===== src/rtl/code_conv_pkg.sv =====
// Shared mode encoding and digit limits for the pipelined code converter.
package code_conv_pkg;

  typedef enum logic [1:0] {
    CM_BIN2GRAY = 2'd0,
    CM_BCD2XS3  = 2'd1,
    CM_GRAY2BIN = 2'd2,
    CM_XS32BCD  = 2'd3
  } conv_mode_e;

  localparam logic [3:0] XS3_OFFSET = 4'd3;
  localparam logic [3:0] BCD_MAX    = 4'd9;
  localparam logic [3:0] XS3_MIN    = 4'd3;
  localparam logic [3:0] XS3_MAX    = 4'd12;

endpackage


===== src/rtl/code_conv_digit.sv =====
// Combinational single-nibble BCD <-> excess-3 converter with digit-validity flag.
module code_conv_digit
  import code_conv_pkg::*;
(
  input  logic [3:0] digit_i,
  input  logic       to_xs3_i,
  output logic [3:0] digit_o,
  output logic       invalid_o
);

  // Invalid digits are still converted mod 16 so the output is deterministic.
  always_comb begin
    digit_o   = digit_i;
    invalid_o = 1'b0;
    if (to_xs3_i) begin
      digit_o   = digit_i + XS3_OFFSET;
      invalid_o = (digit_i > BCD_MAX);
    end else begin
      digit_o   = digit_i - XS3_OFFSET;
      invalid_o = (digit_i < XS3_MIN) || (digit_i > XS3_MAX);
    end
  end

endmodule


===== src/rtl/code_converter_pipe.sv =====
// Two-stage valid/ready code converter: bin<->gray and BCD<->excess-3 per transfer.
// Optional saturating error counter enabled by defining CODE_CONV_ERRCNT_EN.
module code_converter_pipe
  import code_conv_pkg::*;
#(
  parameter int unsigned WIDTH = 8
) (
  input  logic             clk,
  input  logic             rst,
  input  logic             in_valid,
  output logic             in_ready,
  input  logic [WIDTH-1:0] in_data,
  input  logic [1:0]       in_mode,
  output logic             out_valid,
  input  logic             out_ready,
  output logic [WIDTH-1:0] out_data,
  output logic [1:0]       out_mode,
  output logic             out_err,
  output logic [15:0]      err_count
);

  localparam int unsigned NumDigits = WIDTH / 4;

  logic             s1_valid_q, s1_valid_d;
  logic [WIDTH-1:0] s1_data_q, s1_data_d;
  conv_mode_e       s1_mode_q, s1_mode_d;
  logic             out_valid_q, out_valid_d;
  logic [WIDTH-1:0] out_data_q, out_data_d;
  conv_mode_e       out_mode_q, out_mode_d;
  logic             out_err_q, out_err_d;

  logic             s1_ready, s2_ready;
  logic             to_xs3;
  logic [WIDTH-1:0] xs3_data, gray2bin, conv_data;
  logic [NumDigits-1:0] dig_inv;
  logic             conv_err;

  assign s2_ready = !out_valid_q || out_ready;
  assign s1_ready = !s1_valid_q || s2_ready;
  assign in_ready = s1_ready;
  assign to_xs3   = (s1_mode_q == CM_BCD2XS3);

  for (genvar g = 0; g < NumDigits; g++) begin : g_digit
    code_conv_digit u_digit (
      .digit_i   (s1_data_q[4*g +: 4]),
      .to_xs3_i  (to_xs3),
      .digit_o   (xs3_data[4*g +: 4]),
      .invalid_o (dig_inv[g])
    );
  end

  always_comb begin
    // Each binary bit is the XOR of all gray bits from its position up to the MSB.
    gray2bin = '0;
    for (int i = 0; i < int'(WIDTH); i++) begin
      gray2bin[i] = ^(s1_data_q >> i);
    end
    conv_data = s1_data_q ^ (s1_data_q >> 1);
    conv_err  = 1'b0;
    unique case (s1_mode_q)
      CM_BIN2GRAY: conv_data = s1_data_q ^ (s1_data_q >> 1);
      CM_GRAY2BIN: conv_data = gray2bin;
      CM_BCD2XS3, CM_XS32BCD: begin
        conv_data = xs3_data;
        conv_err  = |dig_inv;
      end
      default: ;
    endcase
  end

  always_comb begin
    s1_valid_d  = s1_valid_q;
    s1_data_d   = s1_data_q;
    s1_mode_d   = s1_mode_q;
    out_valid_d = out_valid_q;
    out_data_d  = out_data_q;
    out_mode_d  = out_mode_q;
    out_err_d   = out_err_q;
    if (s1_ready) begin
      s1_valid_d = in_valid;
      if (in_valid) begin
        s1_data_d = in_data;
        s1_mode_d = conv_mode_e'(in_mode);
      end
    end
    if (s2_ready) begin
      out_valid_d = s1_valid_q;
      if (s1_valid_q) begin
        out_data_d = conv_data;
        out_mode_d = s1_mode_q;
        out_err_d  = conv_err;
      end
    end
  end

  always_ff @(posedge clk) begin
    if (rst) begin
      s1_valid_q  <= 1'b0;
      s1_data_q   <= '0;
      s1_mode_q   <= CM_BIN2GRAY;
      out_valid_q <= 1'b0;
      out_data_q  <= '0;
      out_mode_q  <= CM_BIN2GRAY;
      out_err_q   <= 1'b0;
    end else begin
      s1_valid_q  <= s1_valid_d;
      s1_data_q   <= s1_data_d;
      s1_mode_q   <= s1_mode_d;
      out_valid_q <= out_valid_d;
      out_data_q  <= out_data_d;
      out_mode_q  <= out_mode_d;
      out_err_q   <= out_err_d;
    end
  end

  assign out_valid = out_valid_q;
  assign out_data  = out_data_q;
  assign out_mode  = out_mode_q;
  assign out_err   = out_err_q;

`ifdef CODE_CONV_ERRCNT_EN
  logic [15:0] err_count_q, err_count_d;

  // Counted on the handshake only, so a stalled error word is counted once.
  always_comb begin
    err_count_d = err_count_q;
    if (out_valid_q && out_ready && out_err_q && (err_count_q != 16'hFFFF)) begin
      err_count_d = err_count_q + 16'd1;
    end
  end

  always_ff @(posedge clk) begin
    if (rst) begin
      err_count_q <= 16'h0000;
    end else begin
      err_count_q <= err_count_d;
    end
  end

  assign err_count = err_count_q;
`else
  assign err_count = 16'h0000;
`endif

endmodule


===== config.mk =====
export PLATFORM = sky130hd
export DESIGN_NAME = code_converter_pipe
export DESIGN_NICKNAME = d
export VERILOG_FILES = /design/src/rtl/code_conv_pkg.sv /design/src/rtl/code_conv_digit.sv /design/src/rtl/code_converter_pipe.sv
export SDC_FILE = /design/constraint.sdc
export NUM_CORES = 1
export LEC_CHECK = 0
export ABC_CLOCK_PERIOD_IN_PS = 2300
export BUFFER_PORTS_ARGS = -buffer_cell sky130_fd_sc_hd__buf_2
export CAP_MARGIN = 25
export CORE_MARGIN = 3
export CORE_UTILIZATION = 47
export CTS_BUF_LIST = sky130_fd_sc_hd__clkbuf_2
export DETAILED_ROUTE_END_ITERATION = 10
export GPL_TIMING_DRIVEN = 1
export PLACE_DENSITY_LB_ADDON = 0.3
export SLEW_MARGIN = 10
export SYNTH_ARGS = -nofsm -noshare
export SYNTH_HDL_FRONTEND = slang
export SYNTH_SLANG_ARGS = --single-unit
export TNS_END_PERCENT = 30

===== constraint.sdc =====
create_clock -name clk -period 2.3 [get_ports clk]
set_input_delay 0 -clock clk [delete_from_list [all_inputs] [get_ports clk]]
set_output_delay 0 -clock clk [all_outputs]
set_load 0.1 [all_outputs]

==> results.txt <==
outcome = finished clean
number of H-tree branching levels = 1
post-detailed-route count of antenna-violating nets = 0
GR met3 Demand/Resource = 0.0364
Buf/Inv on CP = 1
die height = 64.8 µm
slew of the pin with the lowest slew margin = 624 ps
largest stage delay on the critical path = 510 ps
total half-perimeter wirelength after legalization and detailed placement = 2350 µm
count of input and output buffers = 26
first-pass GRT wire length = 5760 µm
number of primary I/O pins = 43
clock-pin slew on the worst setup and hold paths = 230 ps
Clock Tree Root = clkbuf_2
average detailed-routed wire length per instance = 11.4 µm
residual DRC count = 0
accumulated negative setup slack = 0 ps
sequential area share after synthesis = 0.283
share of cell area taken by muxes after synthesis = 0.0185
slowest library cell on the worst path = dfxtp_1
clock tree from TritonCTS = yes
post-layout min period = 1940 ps
Sinks on Clock Net = 23
proportion of register bits with asynchronous set or reset after synthesis = 0
number of DRC violations after detailed-routing iteration 0 = 75
cell breakdown of the critical path = inv_1, ha_1, xor2_1, mux2i_1, xor2_1, o21ai_1, a21oi_1
Compound-Gate Fraction of Synth Area = 0.155
Total Routing Usage GR = 0.174
class of the most critical hold timing path = in -> reg
Ant. Diodes = 0
worst-case clock buffer depth = 2
post-DR vias/cell = 4.83
post-route fraction of the period consumed by the critical path = 0.844
Fillers = 321
Max Fclk = 515 MHz
Setup CP Type = reg -> reg
area share of xor/xnor cells in the synthesized design = 0.0808
hold bufs inserted after CTS = 22
startpoint class of the critical path = flip-flop
count of synthesis-stage warnings from yosys = 0
PD cells = 520 mW/mm²
clock latency of the later-clocked register in the worst-skew pair = 350 ps
quantity of gates resized following cts = 0
main flop type after synthesis = dfxtp_1
mean post-synth cell area = 7.93 µm²
met1 track utilization from global routing = 0.205
number of instances in the synthesized netlist = 205
cell area after synthesis = 0.00163 mm²
worst endpoint required time = 2590 ps
post-CTS setup buffer count = 0
vias in the first global route = 1301
Max-Slew Margin vs Limit = 0.584
final number of hold-violating endpoints = 0
Core Region = 0.00318 mm²
effective utilization at floorplan = 0.512
ratio of cells with drive above 1 in the final layout = 0.145
Setup Skew = 19.0 ps
Max IR drop VDD = 0.000378 V
routed wire length = 3350 µm
horizontal die dimension = 64.8 µm
final layout net count = 285
EDFF count, synth = 0
max-slew violations = 0
final estimated routing congestion in global placement = 0.871
hold slack final = 43.9 ps
footprint of the multi-input gates = 0.00101 mm²
largest fanout on the critical path = 7
FF+latch area = 460 µm²
critical path capture point type = flip-flop
dominant combinational cell family by area after synthesis = simple AND/OR/NAND/NOR gates
routed vias = 1415
Yosys reg bits = 23
iteration count of the initial detailed-routing pass = 4
minimum setup slack among reg-to-reg paths = 360 ps
number of distinct standard cells referenced by the synthesized netlist = 29
worst endpoint data arrival time = 2230 ps
Area growth syn-to-layout = 21.1%
MaxCap Viol Count = 0
total CTS buffers = 3
GR met2 Demand/Resource = 0.312
global route hottest layer = met2
Most common cell on crit path = xor2_1
largest net degree at the start of global routing = 24
Leakage Power = 0.882 nW
simple-gate share of the synthesized area = 0.169
floorplan row count = 20
setup violators final = 0
top cell family by delay on the critical path = flip-flops
die area = 0.00420 mm²
antenna violations before repair = 0
arithmetic-cell share of the synthesized area counting full adders, half adders and majority gates = 0.162
GRT overflow = 0
RSZ-0062 raised after global routing = false
## layout by cell type, fill, tap and decap left out, types with 2 or more instances in the layout
cell and instances:
o211ai_1 4, nor2b_1 5, a211oi_1 2, nor2_1 9
a21oi_1 24, xor2_1 6, clkbuf_2 3, nand3_1 11
ha_1 21, nand2_1 34, buf_4 4, mux2i_1 3
dfxtp_1 23, dlygate4sd3_1 22, inv_1 11, conb_1 16
xnor2_1 9, nand2b_1 2, o21ai_0 3, buf_2 26
## power breakdown
group          internal [mW]  switching, mW  total (mW)
Combinational          0.112          0.301       0.414
Sequential             0.421         0.0260       0.447
Clock                 0.0394          0.125       0.164
Total                  0.573          0.452        1.02
## state kept, by name, summed over array words and instances, names as in the netlist
register and flops:
s1_mode_q 2, s1_valid_q 1, out_valid 1, out_data 8
out_mode 2, s1_data_q 8, out_err 1
## synth_stat cells, types with 3 or more instances
library cell | number | area [µm²]
o21ai_0 | 3 | 15.0
nand2_1 | 34 | 128
buf_2 | 3 | 15.0
nor2_1 | 9 | 33.8
nand3_1 | 11 | 55.1
mux2i_1 | 3 | 30.0
dfxtp_1 | 23 | 460
o211ai_1 | 4 | 30.0
inv_1 | 11 | 41.3
ha_1 | 21 | 263
xor2_1 | 6 | 52.6
nor2b_1 | 5 | 31.3
buf_4 | 17 | 128
xnor2_1 | 9 | 78.8
a21oi_1 | 24 | 120
clkbuf_1 | 7 | 26.3
## routing by layer
metal  wire length (µm)  vias to the layer above
met5                  0                        -
met4                 27                        0
met3                151                        4
met2               1680                       36
met1               1490                      643
li1                   -                      732
## layout make-up
type / count / share of cell area
well taps: 44 / 0.0280
multi-input cells: 159 / 0.514
flip-flops and latches: 23 / 0.234
clock buffers: 3 / 0.00762
repair buffers: 52 / 0.193
inverters: 11 / 0.0210
clock inverters: 1 / 0.00254
## logic make-up after synthesis
kind of cell | count (synthesis)
and+or+nand+nor | 63
AOI/OAI and AO/OA | 41
buffers and inverters | 38
DFF | 23
adders and majority gates | 21
xor gates and xnor gates | 15
muxes | 3
other | 1
## worst paths after layout
path / startpoint / endpoint / cells past startpoint
max: s1_data_q[6]$_SDFFE_PP0P_ / out_data[0]$_SDFFE_PP0P_ / 7
min: rst / s1_valid_q$_SDFFE_PP0N_ / 2
min reg2reg: out_err$_SDFFE_PP0P_ / out_err$_SDFFE_PP0P_ / 2
max reg2reg: s1_data_q[6]$_SDFFE_PP0P_ / out_data[0]$_SDFFE_PP0P_ / 7
## metrics by stage
stage          instances  cell area, µm²  total power [mW]   util  worst slack [ps]
2_1_floorplan        220            1680             0.805      -              96.7
3_3_place_gp         267            1730             0.834  0.544               458
3_5_place_dp         267            1730             0.839  0.544               414
4_1_cts              293            1970              1.03  0.620               378
5_1_grt              293            1970              1.08  0.620               187
6_report             293            1970              1.02  0.620               359
(Power assumes the default switching activity.)
